$ cat src/rtl/atm_bank_arbiter.sv
// Shared-account transaction arbiter: round-robin grant among ATM terminals,
// then a serialized read-modify-write of one balance word per transaction.
module atm_bank_arbiter #(
  parameter int NUM_TERM = 4,
  parameter int NUM_ACC  = 10,
  parameter int ACC_W    = 4,
  parameter int BAL_W    = 32
) (
  input  logic                      clk,
  input  logic                      rst,
  input  logic [NUM_TERM-1:0]       req,
  input  logic [2*NUM_TERM-1:0]     op,
  input  logic [ACC_W*NUM_TERM-1:0] acc,
  input  logic [BAL_W*NUM_TERM-1:0] amount,
  output logic [NUM_TERM-1:0]       grant,
  output logic [NUM_TERM-1:0]       done,
  output logic                      success,
  output logic [1:0]                status,
  output logic [BAL_W-1:0]          resp_balance,
  output logic                      busy
);

  localparam int PTR_W = (NUM_TERM > 1) ? $clog2(NUM_TERM) : 1;

  localparam logic [1:0] OP_BAL = 2'b00;
  localparam logic [1:0] OP_WD  = 2'b01;
  localparam logic [1:0] OP_DEP = 2'b10;

  typedef enum logic [1:0] {IDLE, READ, EXEC, WRITE} state_t;

  typedef enum logic [1:0] {
    ST_OK      = 2'b00,
    ST_NSF     = 2'b01,
    ST_BAD_ACC = 2'b10,
    ST_BAD_OP  = 2'b11
  } status_t;

  state_t           state;
  logic [PTR_W-1:0] ptr;
  logic [PTR_W-1:0] winner;

  logic [1:0]       op_q;
  logic [ACC_W-1:0] acc_q;
  logic [BAL_W-1:0] amt_q;
  logic [BAL_W-1:0] rd;
  logic [BAL_W-1:0] new_bal;
  logic             wr_en;
  logic             res_ok;
  status_t          res_status;
  logic [BAL_W-1:0] res_bal;

  logic [BAL_W-1:0] mem [NUM_ACC];

  // Round-robin pick
  logic [NUM_TERM-1:0] eligible;
  logic [PTR_W-1:0]    pick;
  logic                pick_found;
  int                  scan;

  // A terminal whose done pulse is on the wire drops req at this same edge;
  // masking it keeps it from being served twice.
  assign eligible = req & ~done;

  // NOTE: every variable gets a default before the loop so no latch is inferred.
  always_comb begin
    pick       = '0;
    pick_found = 1'b0;
    scan       = 0;
    // Scan from farthest to nearest so the entry closest to ptr wins last.
    for (int k = NUM_TERM - 1; k >= 0; k--) begin
      scan = int'((32'(ptr) + 32'(k)) % 32'(NUM_TERM));
      if (eligible[scan[PTR_W-1:0]]) begin
        pick       = scan[PTR_W-1:0];
        pick_found = 1'b1;
      end
    end
  end

  // Transaction evaluation
  logic             acc_ok;
  logic [BAL_W:0]   sum;
  logic             x_ok;
  logic             x_wr;
  status_t          x_status;
  logic [BAL_W-1:0] x_bal;
  logic [BAL_W-1:0] x_new;

  assign acc_ok = 32'(acc_q) < 32'(NUM_ACC);
  assign sum    = {1'b0, rd} + {1'b0, amt_q};

  always_comb begin
    x_ok     = 1'b0;
    x_wr     = 1'b0;
    x_status = ST_BAD_OP;
    x_bal    = rd;
    x_new    = rd;
    if (!acc_ok) begin
      x_status = ST_BAD_ACC;
      x_bal    = '0;
    end else begin
      case (op_q)
        OP_BAL: begin
          x_ok     = 1'b1;
          x_status = ST_OK;
        end
        OP_WD: begin
          if (amt_q <= rd) begin
            x_ok     = 1'b1;
            x_wr     = 1'b1;
            x_status = ST_OK;
            x_new    = rd - amt_q;
            x_bal    = rd - amt_q;
          end else begin
            x_status = ST_NSF;
          end
        end
        OP_DEP: begin
          // A carry out of the balance width is reported like a bad opcode.
          if (!sum[BAL_W]) begin
            x_ok     = 1'b1;
            x_wr     = 1'b1;
            x_status = ST_OK;
            x_new    = sum[BAL_W-1:0];
            x_bal    = sum[BAL_W-1:0];
          end
        end
        default: ;
      endcase
    end
  end

  // Control FSM, datapath registers and balance store
  always_ff @(posedge clk or negedge rst) begin
    if (!rst) begin
      state        <= IDLE;
      ptr          <= '0;
      winner       <= '0;
      op_q         <= '0;
      acc_q        <= '0;
      amt_q        <= '0;
      rd           <= '0;
      new_bal      <= '0;
      wr_en        <= 1'b0;
      res_ok       <= 1'b0;
      res_status   <= ST_OK;
      res_bal      <= '0;
      grant        <= '0;
      done         <= '0;
      success      <= 1'b0;
      status       <= 2'b00;
      resp_balance <= '0;
      busy         <= 1'b0;
      // NOTE: the store is small and must come up with known opening balances,
      // so it is built from flops with reset rather than a RAM macro.
      for (int i = 0; i < NUM_ACC; i++) begin
        mem[i] <= BAL_W'(1000 * (i + 1));
      end
    end else begin
      done <= '0;
      case (state)
        IDLE: begin
          if (pick_found) begin
            winner       <= pick;
            op_q         <= op[2*pick +: 2];
            acc_q        <= acc[ACC_W*pick +: ACC_W];
            amt_q        <= amount[BAL_W*pick +: BAL_W];
            grant        <= '0;
            grant[pick]  <= 1'b1;
            busy         <= 1'b1;
            state        <= READ;
          end
        end
        READ: begin
          rd    <= acc_ok ? mem[acc_q] : '0;
          state <= EXEC;
        end
        EXEC: begin
          res_ok     <= x_ok;
          res_status <= x_status;
          res_bal    <= x_bal;
          new_bal    <= x_new;
          wr_en      <= x_wr;
          state      <= WRITE;
        end
        WRITE: begin
          if (wr_en) begin
            mem[acc_q] <= new_bal;
          end
          done[winner] <= 1'b1;
          success      <= res_ok;
          status       <= res_status;
          resp_balance <= res_bal;
          ptr          <= (winner == PTR_W'(NUM_TERM - 1)) ? '0 : winner + PTR_W'(1);
          grant        <= '0;
          busy         <= 1'b0;
          state        <= IDLE;
        end
        default: state <= IDLE;
      endcase
    end
  end

endmodule

$ cat config.mk
export PLATFORM = sky130hd
export DESIGN_NAME = atm_bank_arbiter
export DESIGN_NICKNAME = d
export VERILOG_FILES = /design/src/rtl/atm_bank_arbiter.sv
export SDC_FILE = /design/constraint.sdc
export NUM_CORES = 1
export LEC_CHECK = 0
export ABC_AREA = 1
export BUFFER_PORTS_ARGS = -buffer_cell sky130_fd_sc_hd__clkbuf_2
export CAP_MARGIN = 20
export CORE_ASPECT_RATIO = 1.25
export CORE_MARGIN = 10
export CORE_UTILIZATION = 50
export CTS_BUF_LIST = sky130_fd_sc_hd__clkbuf_4 sky130_fd_sc_hd__clkbuf_8
export CTS_CLUSTER_DIAMETER = 150
export DETAILED_ROUTE_END_ITERATION = 8
export PLACE_DENSITY = 0.73
export SLEW_MARGIN = 5
export SYNTH_ARGS = -nofsm -noshare
export SYNTH_HDL_FRONTEND = slang
export SYNTH_SLANG_ARGS = --single-unit
$ cat constraint.sdc
create_clock -name clk -period 7.5 [get_ports clk]
set_input_delay 1.125 -clock clk [delete_from_list [all_inputs] [get_ports clk]]
set_output_delay 1.125 -clock clk [all_outputs]
set_load 0.03 [all_outputs]
==> results of run 1 <==
==> worst max-delay path: stages (launching register included) <==
cell,delay (ns)
dfrtp_1,0.42
inv_1,0.12
ha_2,0.18
buf_4,0.42
inv_2,0.04
buf_4,0.36
nor2_1,0.79
inv_1,0.41
nor2_1,0.62
nand2_1,0.19
o2111ai_1,0.13
==> synthesized netlist by cell type (all sizes together) <==
master and n:
a21boi 2, a21o 2, a21oi 109, a22o 1, a22oi 96, buf 77
clkbuf 162, clkinv 2, dfrtp 448, dfstp 60, fa 2, ha 77
inv 291, mux2 8, nand2 1260, nand3 435, nand3b 4, nand4 12
nor2 156, nor3 21, nor4 5, o2111ai 8, o211ai 40, o21a 2
o21ai 418, o21bai 15, o22ai 12, o311ai 32, or2 2, xnor2 2
xor2 21
==> per-layer routing <==
metal	GRT usage [%]	up-vias	share of wire, %
met5	0	-	0
met4	13.8	0	4.4
met3	4.31	207	7.7
met2	45.8	1155	48
met1	35.0	12600	40
li1	-	12700	-
==> registers in the layout, summed over array words and instances (netlist names) <==
signal        cells
amt_q            32
busy              1
resp_balance     32
winner            2
grant             4
op_q              2
mem             320
wr_en             1
state             2
rd               32
ptr               2
success           1
res_bal          32
acc_q             4
done              4
res_ok            1
status            2
res_status        2
new_bal          32
==> per-stage QoR <==
step | total power, mW | worst slack [ns] | hold WS, ns
final | 12.1 | 3.70 | 0.469
after CTS | 12.0 | 3.71 | 0.472
after floorplan | 7.69 | 4.90 | 0.444
after global placement | 9.30 | 3.64 | 0.455
after global routing | 12.9 | 3.40 | 0.492
after detailed placement | 9.36 | 3.54 | 0.457
==> final cells by class <==
cell class / instances / area, µm²
fillers: 5404 / 24600
multi-input cells: 2742 / 13500
flip-flops and latches: 508 / 12800
clock buffers: 133 / 1660
repair buffers: 242 / 1350
inverters: 293 / 1100
well taps: 742 / 928
clock inverters: 18 / 171
diodes: 3 / 7.51
==> power by group through the flow <==
stage	clock, mW	sequential (mW)	combinational (mW)
floorplan	0	3.73	3.95
global placement	0	3.73	5.57
detailed placement	0	3.73	5.63
CTS	2.68	3.69	5.66
global route	2.80	3.76	6.33
finish	2.64	3.71	5.75
==> worst min path at each step <==
stage	to	slack, ns	depth (start not counted)
finish	resp_balance[0]	0.47	2
global route	resp_balance[10]	0.49	2
CTS	resp_balance[10]	0.47	2
detailed placement	resp_balance[10]	0.46	2
global placement	resp_balance[9]	0.45	2
floorplan	status[1]	0.44	2
==> cells by family after synthesis <==
kind of cell / after synthesis / synth area share (%)
flip-flops: 508 / 45.1
XOR/XNOR: 23 / 0.710
AND/OR/NAND/NOR: 1895 / 27.6
AO/OA/AOI/OAI: 737 / 15.1
adder cells (fa/ha/maj): 79 / 3.54
buffers and inverters: 532 / 7.61
multiplexers: 8 / 0.318
==> results.txt, run 1 <==
Drt via density = 5.70
Worst-Skew Late Latency = 0.69 ns
Routed len/inst = 20.1 µm
Final count of negative-setup-slack endpoints = 0
Starting density of the core = 50.6%
Most common cell after layout, fill and taps aside = nand2_1
PortBufs = 201
Clock skew = 0.0326 ns
Syn_nets = 4,019
#FFs+latches synth = 508
Reg clk slew, reported paths = 0.07 ns
Post-synth top area share = 39.5%
CP startpoint = state[0]
Commonest non-fill, non-tap cells in the layout = nand2_1, dfrtp_1, nand3_1, o21ai_0, inv_1
Rel. slew slack = 31.9%
Post-Syn Area per Cell = 7.50 µm²
Vias in the first global route = 26,000
Outcome = completed
Critical path class = reg -> reg
Die width = 233 µm
Synth Warn # = 0
Antenna-violating nets left = 0
Layout cell share with drive strength beyond 1 = 13.2%
Crit path to = new_bal[2]
Setup crit start kind = flip-flop
Post-DP Area = 0.0297 mm²
Pwr per Cell Area = 384 mW/mm²
Crit path max fanout = 74
Gpl congestion = 0.988
Total global routing overflow = 0
P_leak = 15.5 nW
Internal power = 6.27 mW
Part of the power in combinational logic = 47.5%
Post_cts resized = 0
Inst Count DP = 4,527
Core area = 0.0561 mm²
Number of buffers created by CTS = 82
Fin. Hold Viols = 0
Final core utilization = 56.2%
Num ports = 202
Crit share post-route = 50.7%
First-pass GRT wire length = 147,000 µm
Largest area contributor in the netlist = dfrtp_1
DIE HEIGHT = 286 µm
Cells on worst reg2reg path = 10
Clock root buffer = clkbuf_8
Clk pwr share = 21.8%
Area Growth Syn to Fin = 11.0%
Area contributors post-synth = dfrtp_1, nand2_1, nand3_1
DP HPWL = 64,600 µm
Final #Nets = 4,106
Worst R2R Start = state[0]
Post-layout min period = 3.80 ns
Setup_tns = 0 ns
DR pass1 iterations = 8
CTS tree = yes
Number of H-tree levels = 3
Clk sinks = 508
Post-route cell area = 0.0315 mm²
Data required, critical path = 8.09 ns
Max Clk Rate = 0.263 GHz
Distinct cell type count after synthesis = 47
Initial drt markers = 2,455
Post-Route WL = 93,900 µm
Post-Syn Instances = 3,782
Post-CTS setup buffer count = 0
RR Endpoint = new_bal[2]
Vias = 26,700
Total Routing Usage GR = 27.8%
CP Data Arrival Time = 4.39 ns
# Max-Cap Violations = 0
Net switching power = 5.83 mW
Largest net degree at the start of global routing = 120
Slew @ Worst Pin = 1.02 ns
Switching power share of the total = 48.2%
Synthesized area = 0.0284 mm²
Peak supply drop = 0.616 mV
Initial antenna violation count = 7
Cell Rows = 97
DRC viols = 0
Critical Path Sink Type = flip-flop
Max-slew violation count = 0
Sequential-to-total area share from yosys stat = 45.1%
RSZ-0062 raised after global routing = false
Sequential fraction of design power = 30.7%
Hold_sp = resp_balance[0]
Hold bufs inserted after CTS = 0
Clock buffer depth = 3
Final cell count without fillers = 4,681
Reg2reg setup slack = 3.70 ns
HP Class = reg -> reg
DIE AREA = 0.0667 mm²
(Power assumes the default switching activity.)
==> run 2, diff against run 1 <==
clock period = 3.6 ns   (was 7.5 ns; I/O delays follow)
==> results.txt, run 2 (same netlist as run 1, synthesis figures left out) <==
Pwr per Cell Area = 806 mW/mm² (+110%)
DRC viols = 0 (unchanged)
Post-Route WL = 92,600 µm (-1.4%)
Routed len/inst = 19.7 µm (-1.9%)
Max stage delay on crit path = 0.46 ns (-0.33 ns)
Initial antenna violation count = 2 (-5)
Max Clk Rate = 0.304 GHz (+16%)
CP max-delay cell = dfrtp_1
Clock buffer depth = 3 (unchanged)
Setup crit start kind = flip-flop
Num ports = 202 (unchanged)
DP HPWL = 65,000 µm (+0.68%)
Sequential fraction of design power = 30.2% (-0.5 points)
Number of buffers created by CTS = 80 (-2.4%)
Rel. slew slack = 30.4% (-1.6 points)
Commonest non-fill, non-tap cells in the layout = nand2_1, dfrtp_1, nand3_1, o21ai_0, inv_1
Area occupied by multi-input gates = 0.0135 mm² (unchanged)
Hold_ws = 0.171 ns (-0.297 ns)
Vias in the first global route = 25,900 (-0.66%)
Most common cell after layout, fill and taps aside = nand2_1
Internal power = 13.4 mW (+110%)
Drt via density = 5.64 (-1.1%)
Crit path max fanout = 22 (-70%)
DIE HEIGHT = 286 µm (unchanged)
Part of the power in combinational logic = 47.7% (+0.2 points)
Starting density of the core = 50.6% (unchanged)
Fin. Hold Viols = 0 (unchanged)
Post-layout min period = 3.29 ns (-0.515 ns)
Post-route setup slack = 0.312 ns (-3.39 ns)
Number of H-tree levels = 3 (unchanged)
Reg2reg setup slack = 0.31 ns (-3.39 ns)
Clock skew = 0.0342 ns (+0.00157 ns)
CTS tree = yes
PortBufs = 201 (unchanged)
HP Class = in -> reg
Layout cell share with drive strength beyond 1 = 13.7% (+0.57 points)
Crit-path leading delay family = simple AND/OR/NAND/NOR gates
Core area = 0.0561 mm² (unchanged)
Max reg flops = 320 (unchanged)
Slew @ Worst Pin = 1.03 ns (+0.0114 ns)
CP Data Arrival Time = 3.82 ns (-0.57 ns)
Clk pwr share = 22.1% (+0.3 points)
WP buf/inv = 3 (-2)
Peak supply drop = 1.73 mV (+180%)
Most frequent CP cell = nand2_1
Area Growth Syn to Fin = 12.3%
Final #Nets = 4,135 (+0.71%)
Total Routing Usage GR = 27.4% (-0.35 points)
Final count of negative-setup-slack endpoints = 0 (unchanged)
Critical Path Sink Type = flip-flop
Register area = 0.0128 mm² (unchanged)
Crit path cell chain = inv_1 -> fa_1 -> inv_1 -> nand2_1 -> nand3_1 -> nand2_1 -> nand2_1 -> nand2_1 -> nand2_2 -> nand2_4 -> nand3_2 -> clkinv_1 -> nand3_1 -> nand3_1 -> nand2_1 -> o21ai_1
Total global routing overflow = 0 (unchanged)
Cell Rows = 97 (unchanged)
Reg clk slew, reported paths = 0.07 ns (about the same)
Clock root buffer = clkbuf_8
Vias = 26,500 (-0.55%)
RSZ-0062 raised after global routing = false
DIE AREA = 0.0667 mm² (unchanged)
Gpl congestion = 1.05 (+6.3%)
Die width = 233 µm (unchanged)
Final core utilization = 56.8% (+0.65 points)
DR pass1 iterations = 6 (-2)
Critical path class = reg -> reg
Net switching power = 12.3 mW (+110%)
Dpl ws = 0.387 ns (-3.15 ns)
P_leak = 15.7 nW (+1.3%)
Outcome = completed
Largest Register = mem
Layout fillers = 5,215 (-3.5%)
Initial drt markers = 2,501 (+1.9%)
First-pass GRT wire length = 145,000 µm (-1.5%)
Largest net degree at the start of global routing = 111 (-7.5%)
Post-CTS setup buffer count = 0 (unchanged)
# Max-Cap Violations = 0 (unchanged)
Clk sinks = 508 (unchanged)
Crit share post-route = 91.3% (+41 points)
Max-slew violation count = 0 (unchanged)
Worst-Skew Late Latency = 0.69 ns (about the same)
Switching power share of the total = 47.8% (-0.39 points)
Data required, critical path = 4.13 ns (-3.96 ns)
Setup_tns = 0 ns (unchanged)
Antenna-violating nets left = 0 (unchanged)
-- run 2: final timing paths --
kind                                      start               to  depth (start not counted)
worst max-delay path                      rd[1]      res_bal[27]                         16
worst min-delay path                 amount[43]        amt_q[11]                          5
worst max register to register            rd[1]      res_bal[27]                         16
worst min register to register  resp_balance[9]  resp_balance[9]                          2
max in group asynchronous                   rst         mem[253]                          3
min in group asynchronous                   rst          mem[42]                          2
-- run 2: what timing repair did --
action | in CTS | in global routing
gates resized for setup | 0 | 0
hold buffers | 1 | 0
endpoints found under the hold margin | 53 | 0
-- run 2: final cells by class --
cell class                 count  area share, %
antenna                        1        0.00785
clock buffer                 129           5.12
clock inverter                18          0.754
inverter                     293           3.45
multi-input combinational   2742           42.4
sequential                   508           40.2
tap                          742           2.91
timing repair buffer         273           5.25
-- run 2: tightest hold or removal path, stage by stage --
cell	delay, ns
clkbuf_2	0.07
nand2_1	0.04
nand2_1	0.05
nand2_1	0.05
o211ai_1	0.07
-- run 2: through the flow --
stage          total power, mW  instances  area [µm²]
6_report                  25.7       4706       31900
5_1_grt                   27.3       4706       31900
4_1_cts                   25.6       4705       31900
3_5_place_dp              19.8       4557       30000
3_3_place_gp              19.8       4557       30000
2_1_floorplan             16.0       3782       28400
-- run 2: power groups by stage --
stage | registers [mW] | logic (mW) | clock network [mW]
after floorplan | 7.78 | 8.24 | 0
after global placement | 7.80 | 12.0 | 0
after detailed placement | 7.81 | 12.0 | 0
after CTS | 7.74 | 12.1 | 5.76
after global routing | 7.87 | 13.4 | 6.04
final | 7.76 | 12.2 | 5.69
-- run 2: metal layers --
| metal | global-route usage (%) | routed length, µm | vias to the layer above |
|---|---|---|---|
| met2 | 45.6 | 43700 | 1141 |
| li1 | - | - | 12700 |
| met4 | 14.1 | 4530 | 2 |
| met5 | 0 | 17 | - |
| met1 | 34.2 | 37500 | 12400 |
| met3 | 4.01 | 6860 | 232 |
